$ cat src/rtl/exp_sub_sched_if.sv
// Bundle of the signals between the shared 5-bit subtractor scheduler, the FP front ends and the subtractor slice.
// Latency: none (wires only).
// Backpressure: requesters hold req until gnt; results carry no backpressure.
// Ports (signals): fpa_req/fpa_a/fpa_b/fpa_gnt and fpm_req/fpm_a/fpm_b/fpm_gnt (requesters),
//   sub_a/sub_b/sub_bin/sub_d/sub_bout (shared subtractor), res_valid/res_tag/res_d/res_borrow (result).
// Modports: slave = the scheduler, master = the surrounding environment.
interface exp_sub_sched_if;
  logic       fpa_req;
  logic [4:0] fpa_a;
  logic [4:0] fpa_b;
  logic       fpa_gnt;
  logic       fpm_req;
  logic [9:0] fpm_a;
  logic [9:0] fpm_b;
  logic       fpm_gnt;
  logic [4:0] sub_a;
  logic [4:0] sub_b;
  logic       sub_bin;
  logic [4:0] sub_d;
  logic       sub_bout;
  logic       res_valid;
  logic       res_tag;
  logic [9:0] res_d;
  logic       res_borrow;

  modport slave (
    input  fpa_req, fpa_a, fpa_b, fpm_req, fpm_a, fpm_b, sub_d, sub_bout,
    output fpa_gnt, fpm_gnt, sub_a, sub_b, sub_bin, res_valid, res_tag, res_d, res_borrow
  );

  modport master (
    output fpa_req, fpa_a, fpa_b, fpm_req, fpm_a, fpm_b, sub_d, sub_bout,
    input  fpa_gnt, fpm_gnt, sub_a, sub_b, sub_bin, res_valid, res_tag, res_d, res_borrow
  );
endinterface

$ cat src/rtl/exp_sub_sched.sv
// Time-shares one 5-bit borrow-lookahead subtractor between FP adder (5-bit) and FP multiplier (10-bit, two passes).
// Latency: gnt one cycle after the request is sampled; FPA result 2 cycles, FPM result 3 cycles (FPA 3 when swapped).
// Backpressure: requests are sampled only in IDLE and must be held until gnt; results are not backpressured.
// Ports: clk, rst (synchronous, active high); bus (exp_sub_sched_if.slave) carrying both request channels,
//   the shared subtractor operands/results and the tagged result.
// Option: define EXP_SUB_ABS_EN to return |A-B| for FPA ops by re-running a negative difference with swapped operands.
module exp_sub_sched (
  input  logic           clk,
  input  logic           rst,
  exp_sub_sched_if.slave bus
);

  typedef enum logic [2:0] {
    IDLE     = 3'd0,
    FPA_EX   = 3'd1,
    FPM_LO   = 3'd2,
    FPM_HI   = 3'd3
`ifdef EXP_SUB_ABS_EN
    ,
    FPA_SWAP = 3'd4
`endif
  } state_t;

  state_t     state;
  logic       last_fpm;  // 1 when the multiplier was served most recently
  logic [4:0] hi_a;      // FPM upper operand halves, used in the second pass
  logic [4:0] hi_b;
  logic [4:0] lo_d;      // FPM low half of the difference from the first pass
  logic       pick_fpm;

  // Lone requester wins; on a tie the side not served last wins.
  always_comb begin
    pick_fpm = bus.fpm_req && (!bus.fpa_req || !last_fpm);
  end

  always_ff @(posedge clk) begin
    if (rst) begin
      state          <= IDLE;
      last_fpm       <= 1'b1;
      hi_a           <= '0;
      hi_b           <= '0;
      lo_d           <= '0;
      bus.fpa_gnt    <= 1'b0;
      bus.fpm_gnt    <= 1'b0;
      bus.sub_a      <= '0;
      bus.sub_b      <= '0;
      bus.sub_bin    <= 1'b0;
      bus.res_valid  <= 1'b0;
      bus.res_tag    <= 1'b0;
      bus.res_d      <= '0;
      bus.res_borrow <= 1'b0;
    end else begin
      bus.fpa_gnt   <= 1'b0;
      bus.fpm_gnt   <= 1'b0;
      bus.res_valid <= 1'b0;
      case (state)
        IDLE: begin
          // The subtractor operand registers double as the operand capture,
          // so the slice sees the first pass in the cycle gnt is pulsed.
          if (bus.fpa_req || bus.fpm_req) begin
            bus.sub_bin <= 1'b0;
            if (pick_fpm) begin
              bus.fpm_gnt <= 1'b1;
              last_fpm    <= 1'b1;
              bus.sub_a   <= bus.fpm_a[4:0];
              bus.sub_b   <= bus.fpm_b[4:0];
              hi_a        <= bus.fpm_a[9:5];
              hi_b        <= bus.fpm_b[9:5];
              state       <= FPM_LO;
            end else begin
              bus.fpa_gnt <= 1'b1;
              last_fpm    <= 1'b0;
              bus.sub_a   <= bus.fpa_a;
              bus.sub_b   <= bus.fpa_b;
              state       <= FPA_EX;
            end
          end
        end
        FPA_EX: begin
`ifdef EXP_SUB_ABS_EN
          // Negative difference: rerun as b - a for the magnitude.
          if (bus.sub_bout) begin
            bus.sub_a   <= bus.sub_b;
            bus.sub_b   <= bus.sub_a;
            bus.sub_bin <= 1'b0;
            state       <= FPA_SWAP;
          end else
`endif
          begin
            bus.res_valid  <= 1'b1;
            bus.res_tag    <= 1'b0;
            bus.res_d      <= {5'd0, bus.sub_d};
            bus.res_borrow <= bus.sub_bout;
            bus.sub_a      <= '0;
            bus.sub_b      <= '0;
            bus.sub_bin    <= 1'b0;
            state          <= IDLE;
          end
        end
`ifdef EXP_SUB_ABS_EN
        FPA_SWAP: begin
          bus.res_valid  <= 1'b1;
          bus.res_tag    <= 1'b0;
          bus.res_d      <= {5'd0, bus.sub_d};
          bus.res_borrow <= 1'b1;
          bus.sub_a      <= '0;
          bus.sub_b      <= '0;
          bus.sub_bin    <= 1'b0;
          state          <= IDLE;
        end
`endif
        FPM_LO: begin
          // Low borrow is chained straight into the sub_bin register.
          lo_d        <= bus.sub_d;
          bus.sub_a   <= hi_a;
          bus.sub_b   <= hi_b;
          bus.sub_bin <= bus.sub_bout;
          state       <= FPM_HI;
        end
        FPM_HI: begin
          bus.res_valid  <= 1'b1;
          bus.res_tag    <= 1'b1;
          bus.res_d      <= {bus.sub_d, lo_d};
          bus.res_borrow <= bus.sub_bout;
          bus.sub_a      <= '0;
          bus.sub_b      <= '0;
          bus.sub_bin    <= 1'b0;
          state          <= IDLE;
        end
        default: begin
          state <= IDLE;
        end
      endcase
    end
  end

endmodule

$ cat src/flat_wrapper.sv
// flat-port wrapper written by rule: the top's interface ports become plain ports
module exp_sub_sched_flat 
  (clk, rst, bus_fpa_req, bus_fpa_a, bus_fpa_b, bus_fpm_req, bus_fpm_a, bus_fpm_b, bus_sub_d, bus_sub_bout, bus_fpa_gnt, bus_fpm_gnt, bus_sub_a, bus_sub_b, bus_sub_bin, bus_res_valid, bus_res_tag, bus_res_d, bus_res_borrow);
  exp_sub_sched_if bus_i ();
  input  logic clk;
  input  logic rst;
  input wire logic [$bits(bus_i.fpa_req)-1:0] bus_fpa_req;
  input wire logic [$bits(bus_i.fpa_a)-1:0] bus_fpa_a;
  input wire logic [$bits(bus_i.fpa_b)-1:0] bus_fpa_b;
  input wire logic [$bits(bus_i.fpm_req)-1:0] bus_fpm_req;
  input wire logic [$bits(bus_i.fpm_a)-1:0] bus_fpm_a;
  input wire logic [$bits(bus_i.fpm_b)-1:0] bus_fpm_b;
  input wire logic [$bits(bus_i.sub_d)-1:0] bus_sub_d;
  input wire logic [$bits(bus_i.sub_bout)-1:0] bus_sub_bout;
  output wire logic [$bits(bus_i.fpa_gnt)-1:0] bus_fpa_gnt;
  output wire logic [$bits(bus_i.fpm_gnt)-1:0] bus_fpm_gnt;
  output wire logic [$bits(bus_i.sub_a)-1:0] bus_sub_a;
  output wire logic [$bits(bus_i.sub_b)-1:0] bus_sub_b;
  output wire logic [$bits(bus_i.sub_bin)-1:0] bus_sub_bin;
  output wire logic [$bits(bus_i.res_valid)-1:0] bus_res_valid;
  output wire logic [$bits(bus_i.res_tag)-1:0] bus_res_tag;
  output wire logic [$bits(bus_i.res_d)-1:0] bus_res_d;
  output wire logic [$bits(bus_i.res_borrow)-1:0] bus_res_borrow;
  assign bus_i.fpa_req = bus_fpa_req;
  assign bus_i.fpa_a = bus_fpa_a;
  assign bus_i.fpa_b = bus_fpa_b;
  assign bus_i.fpm_req = bus_fpm_req;
  assign bus_i.fpm_a = bus_fpm_a;
  assign bus_i.fpm_b = bus_fpm_b;
  assign bus_i.sub_d = bus_sub_d;
  assign bus_i.sub_bout = bus_sub_bout;
  assign bus_fpa_gnt = bus_i.fpa_gnt;
  assign bus_fpm_gnt = bus_i.fpm_gnt;
  assign bus_sub_a = bus_i.sub_a;
  assign bus_sub_b = bus_i.sub_b;
  assign bus_sub_bin = bus_i.sub_bin;
  assign bus_res_valid = bus_i.res_valid;
  assign bus_res_tag = bus_i.res_tag;
  assign bus_res_d = bus_i.res_d;
  assign bus_res_borrow = bus_i.res_borrow;
  exp_sub_sched u_core (.clk(clk), .rst(rst), .bus(bus_i));
endmodule
$ cat config.mk
export PLATFORM = sky130hd
export DESIGN_NAME = exp_sub_sched_flat
export DESIGN_NICKNAME = d
export VERILOG_FILES = /design/src/rtl/exp_sub_sched_if.sv /design/src/rtl/exp_sub_sched.sv /design/src/flat_wrapper.sv
export SDC_FILE = /design/constraint.sdc
export NUM_CORES = 1
export LEC_CHECK = 0
export ABC_AREA = 1
export ABC_CLOCK_PERIOD_IN_PS = 1300
export CAP_MARGIN = 20
export CELL_PAD_IN_SITES_DETAIL_PLACEMENT = 0
export CELL_PAD_IN_SITES_GLOBAL_PLACEMENT = 1
export CORE_UTILIZATION = 31
export CTS_CLUSTER_DIAMETER = 100
export DETAILED_ROUTE_END_ITERATION = 12
export GPL_ROUTABILITY_DRIVEN = 0
export GPL_TIMING_DRIVEN = 0
export PLACE_DENSITY = 0.81
export SYNTH_ARGS = -nofsm -noshare
export SYNTH_HDL_FRONTEND = slang
export SYNTH_SLANG_ARGS = --single-unit
$ cat constraint.sdc
create_clock -name clk -period 1.3 [get_ports clk]
set_input_delay 0.39 -clock clk [delete_from_list [all_inputs] [get_ports clk]]
set_output_delay 0.39 -clock clk [all_outputs]
set_load 0.01 [all_outputs]
==> impl_metrics.env <==
export IMPL_ant_nets=0
export IMPL_hold_slack_ns=0.3851
export IMPL_yosysWarnings=0
export IMPL_seq_area_frac_synth_pct=46.62
export IMPL_drive_gt1_share_pct=15.23
export IMPL_route_detailed_drc=0
export IMPL_clock_sinks=44
export IMPL_finalCriticalPeriod_ns=1.259
export IMPL_crit_path_max_incr_delay_ns=0.34
export IMPL_diodes=0
export IMPL_clock_skew_ns=0.005588
export IMPL_clk_latency_ns=0.30
export IMPL_synthDistinctLibCells=14
export IMPL_r2r_cells=7
export IMPL_clkPwrFrac_pct=28.3
export IMPL_antenna_found_initial=0
export IMPL_cts_root_buf="clkbuf_8"
export IMPL_grt_max_degree=14
export IMPL_fmax_mhz=794.2
export IMPL_htree_levels=2
export IMPL_drt_iter0_markers=54
export IMPL_rsz0062_at_grt="yes"
export IMPL_core_um2=5886
export IMPL_grt_pass1_vias=1816
export IMPL_slew_headroom_pct=68.16
export IMPL_comb_power_share_pct=22.8
export IMPL_critical_path_class="flop to primary output"
export IMPL_dp_hpwl_um=3761
export IMPL_hold_depth=2
export IMPL_leakagePower_nw=1.266
export IMPL_tightest_slew_ns=0.4775
export IMPL_globalRouteOverflowTotal=0
export IMPL_ios=66
export IMPL_seq_power_share_pct=48.9
export IMPL_hold_viol_final=0
export IMPL_cp_start_kind="flop"
export IMPL_crit_path_cell_trace="clkdlybuf4s15_1"
export IMPL_num_vias=1879
export IMPL_cts_buffers=5
export IMPL_rows=28
export IMPL_crit_required_ns=0.91
export IMPL_powerDensity_nw_per_um2=1182
export IMPL_worst_path_buf_inv=1
export IMPL_placed_area_um2=2624
export IMPL_dieHeight_um=80.07
export IMPL_synth_area_um2=1889
export IMPL_dr_pass1_iters=5
export IMPL_slew_viol_final=0
export IMPL_wl_um=5178
export IMPL_finalCritPeriodShare_pct=96.85
export IMPL_hold_path_class="primary input to flop"
export IMPL_critPathCaptureType="primary output"
export IMPL_switching_share_pct=29.76
export IMPL_syn_num_nets=314
export IMPL_syn_inst=274
export IMPL_ys_ff_latch=44
export IMPL_clk_pin_slew_ns=0.08
export IMPL_io_buffers=64
export IMPL_syn_avg_cell_area_um2=6.895
export IMPL_finalSetupViolCount=0
export IMPL_gr_usage_all_layers_pct=17.51
export IMPL_vdd_ir_drop_max_mv=0.6320
export IMPL_tritoncts="done"
export IMPL_internal_power_mw=2.239
export IMPL_start_util_pct=32.10
export IMPL_cap_violations=0
export IMPL_cp_max_fo=2
export IMPL_wire_per_inst_um=12.24
export IMPL_crit_cells=1
export IMPL_crit_arrival_ns=0.87
export IMPL_clock_path_buffers=2
export IMPL_status="finished, final reports clean"
export IMPL_switchingPower_mw=0.9485
export IMPL_die_area_um2=6410
export IMPL_die_x_um=80.07
export IMPL_nNetsFinal=387
export IMPL_vias_per_cell=4.442
export IMPL_area_growth_pct=42.78
export IMPL_cp_slowest_cell="dfxtp_1"
export IMPL_design_area_um2=2698
export IMPL_grt_pass1_wl_um=8535
export IMPL_path_delay_family="flip-flops"
## registers in the layout (all words and copies together) (netlist names), 2 cells and up
signal            count
u_core.bus.res_d     10
u_core.bus.sub_a      5
u_core.bus.sub_b      5
u_core.hi_a           5
u_core.hi_b           5
u_core.lo_d           5
u_core.state          2
## cell families after synthesis
| group | after synthesis | share of synthesized area (%) |
|---|---|---|
| AO/OA/AOI/OAI | 59 | 15.63 |
| buffers and inverters | 53 | 11.26 |
| AND/OR/NAND/NOR | 118 | 26.49 |
| flip-flops | 44 | 46.62 |
## worst reg2reg max path: cells and delay by family, from the launching register on
family | cells | cell delay (ns)
DFF | 1 | 0.37
buffers and inverters | 3 | 0.34
and+or+nand+nor | 4 | 0.36
## path summary, 6_finish.rpt
kind                                           from             endpoint  slack, ns
worst max-delay path            u_core.bus.res_d[6]         bus_res_d[6]       0.04
worst min-delay path                            rst   u_core.bus.sub_bin       0.39
worst max register to register      u_core.state[0]       u_core.hi_a[2]       0.12
worst min register to register  u_core.bus.res_d[9]  u_core.bus.res_d[9]       0.47
## final cells by class
cell class | instances | area, um^2
inverters | 36 | 137.6
flip-flops and latches | 44 | 887.1
repair buffers | 66 | 584.3
well taps | 75 | 93.84
plain buffers | 17 | 85.08
clock inverters | 1 | 7.507
fillers | 669 | 3188
multi-input cells | 177 | 815.8
clock buffers | 7 | 86.33
## per-layer routing
layer	GRT usage (%)	up-vias	part of all wire, %
met4	6.429	0	1.5
met3	3.409	6	3.9
met5	0	-	0
met2	28.63	41	45
met1	22.77	813	49
li1	-	1019	-
## cell usage after synthesis
library cell / number / area share (%)
dfxtp_1: 44 / 47
nand2_1: 40 / 7.9
buf_1: 1 / 0.20
o21ai_0: 19 / 5.0
a21oi_1: 28 / 7.4
o21ai_1: 12 / 3.2
inv_1: 33 / 6.6
clkbuf_1: 5 / 0.99
buf_2: 11 / 2.9
inv_2: 3 / 0.60
or2_1: 1 / 0.33
nor2_2: 2 / 0.66
nand3_1: 40 / 11
nor2_1: 35 / 7.0
## per-stage QoR
step | cells | TNS (ns) | setup WS [ns] | power [mW] | utilization [%]
final | 423 | 0 | 0.04090 | 3.188 | 45.83
after global routing | 423 | -0.01421 | -0.007750 | 3.376 | 45.83
after CTS | 421 | 0 | 0.00009603 | 3.206 | 46.17
after detailed placement | 413 | -11.58 | -0.5067 | 2.343 | 44.58
after global placement | 413 | -11.58 | -0.4987 | 2.337 | 44.58
after floorplan | 274 | 0 | 0.1545 | 1.958 | -
## power groups by stage
stage	Clock, mW	Sequential (mW)	Combinational [mW]
CTS	0.921	1.55	0.733
global route	0.984	1.57	0.818
finish	0.902	1.56	0.726
detailed placement	0	1.58	0.762
floorplan	0	1.60	0.357
global placement	0	1.58	0.758
## cells in the final DEF, fill, tap and decap left out
cell type	Yosys	final
a21oi_1	28	28
buf_1	1	2
buf_2	11	9
buf_4	0	3
clkbuf_1	5	3
clkbuf_2	0	16
clkbuf_4	0	1
clkbuf_8	0	6
clkdlybuf4s15_1	0	7
clkdlybuf4s15_2	0	3
clkdlybuf4s50_1	0	36
clkinvlp_4	0	1
dfxtp_1	44	39
dfxtp_2	0	5
dlygate4sd2_1	0	4
inv_1	33	33
inv_2	3	2
inv_4	0	1
nand2_1	40	38
nand2_2	0	2
nand3_1	40	40
nor2_1	35	33
nor2_2	2	2
nor2_4	0	2
o21ai_0	19	19
o21ai_1	12	12
or2_1	1	1
## repair_timing
item	CTS	global route
hold buffers	0	0
buffers inserted	0	2
gates cloned	0	0
setup endpoints to repair	50	56
gates resized for setup	51	37
Note: power is estimated with default switching activity, not from simulation.
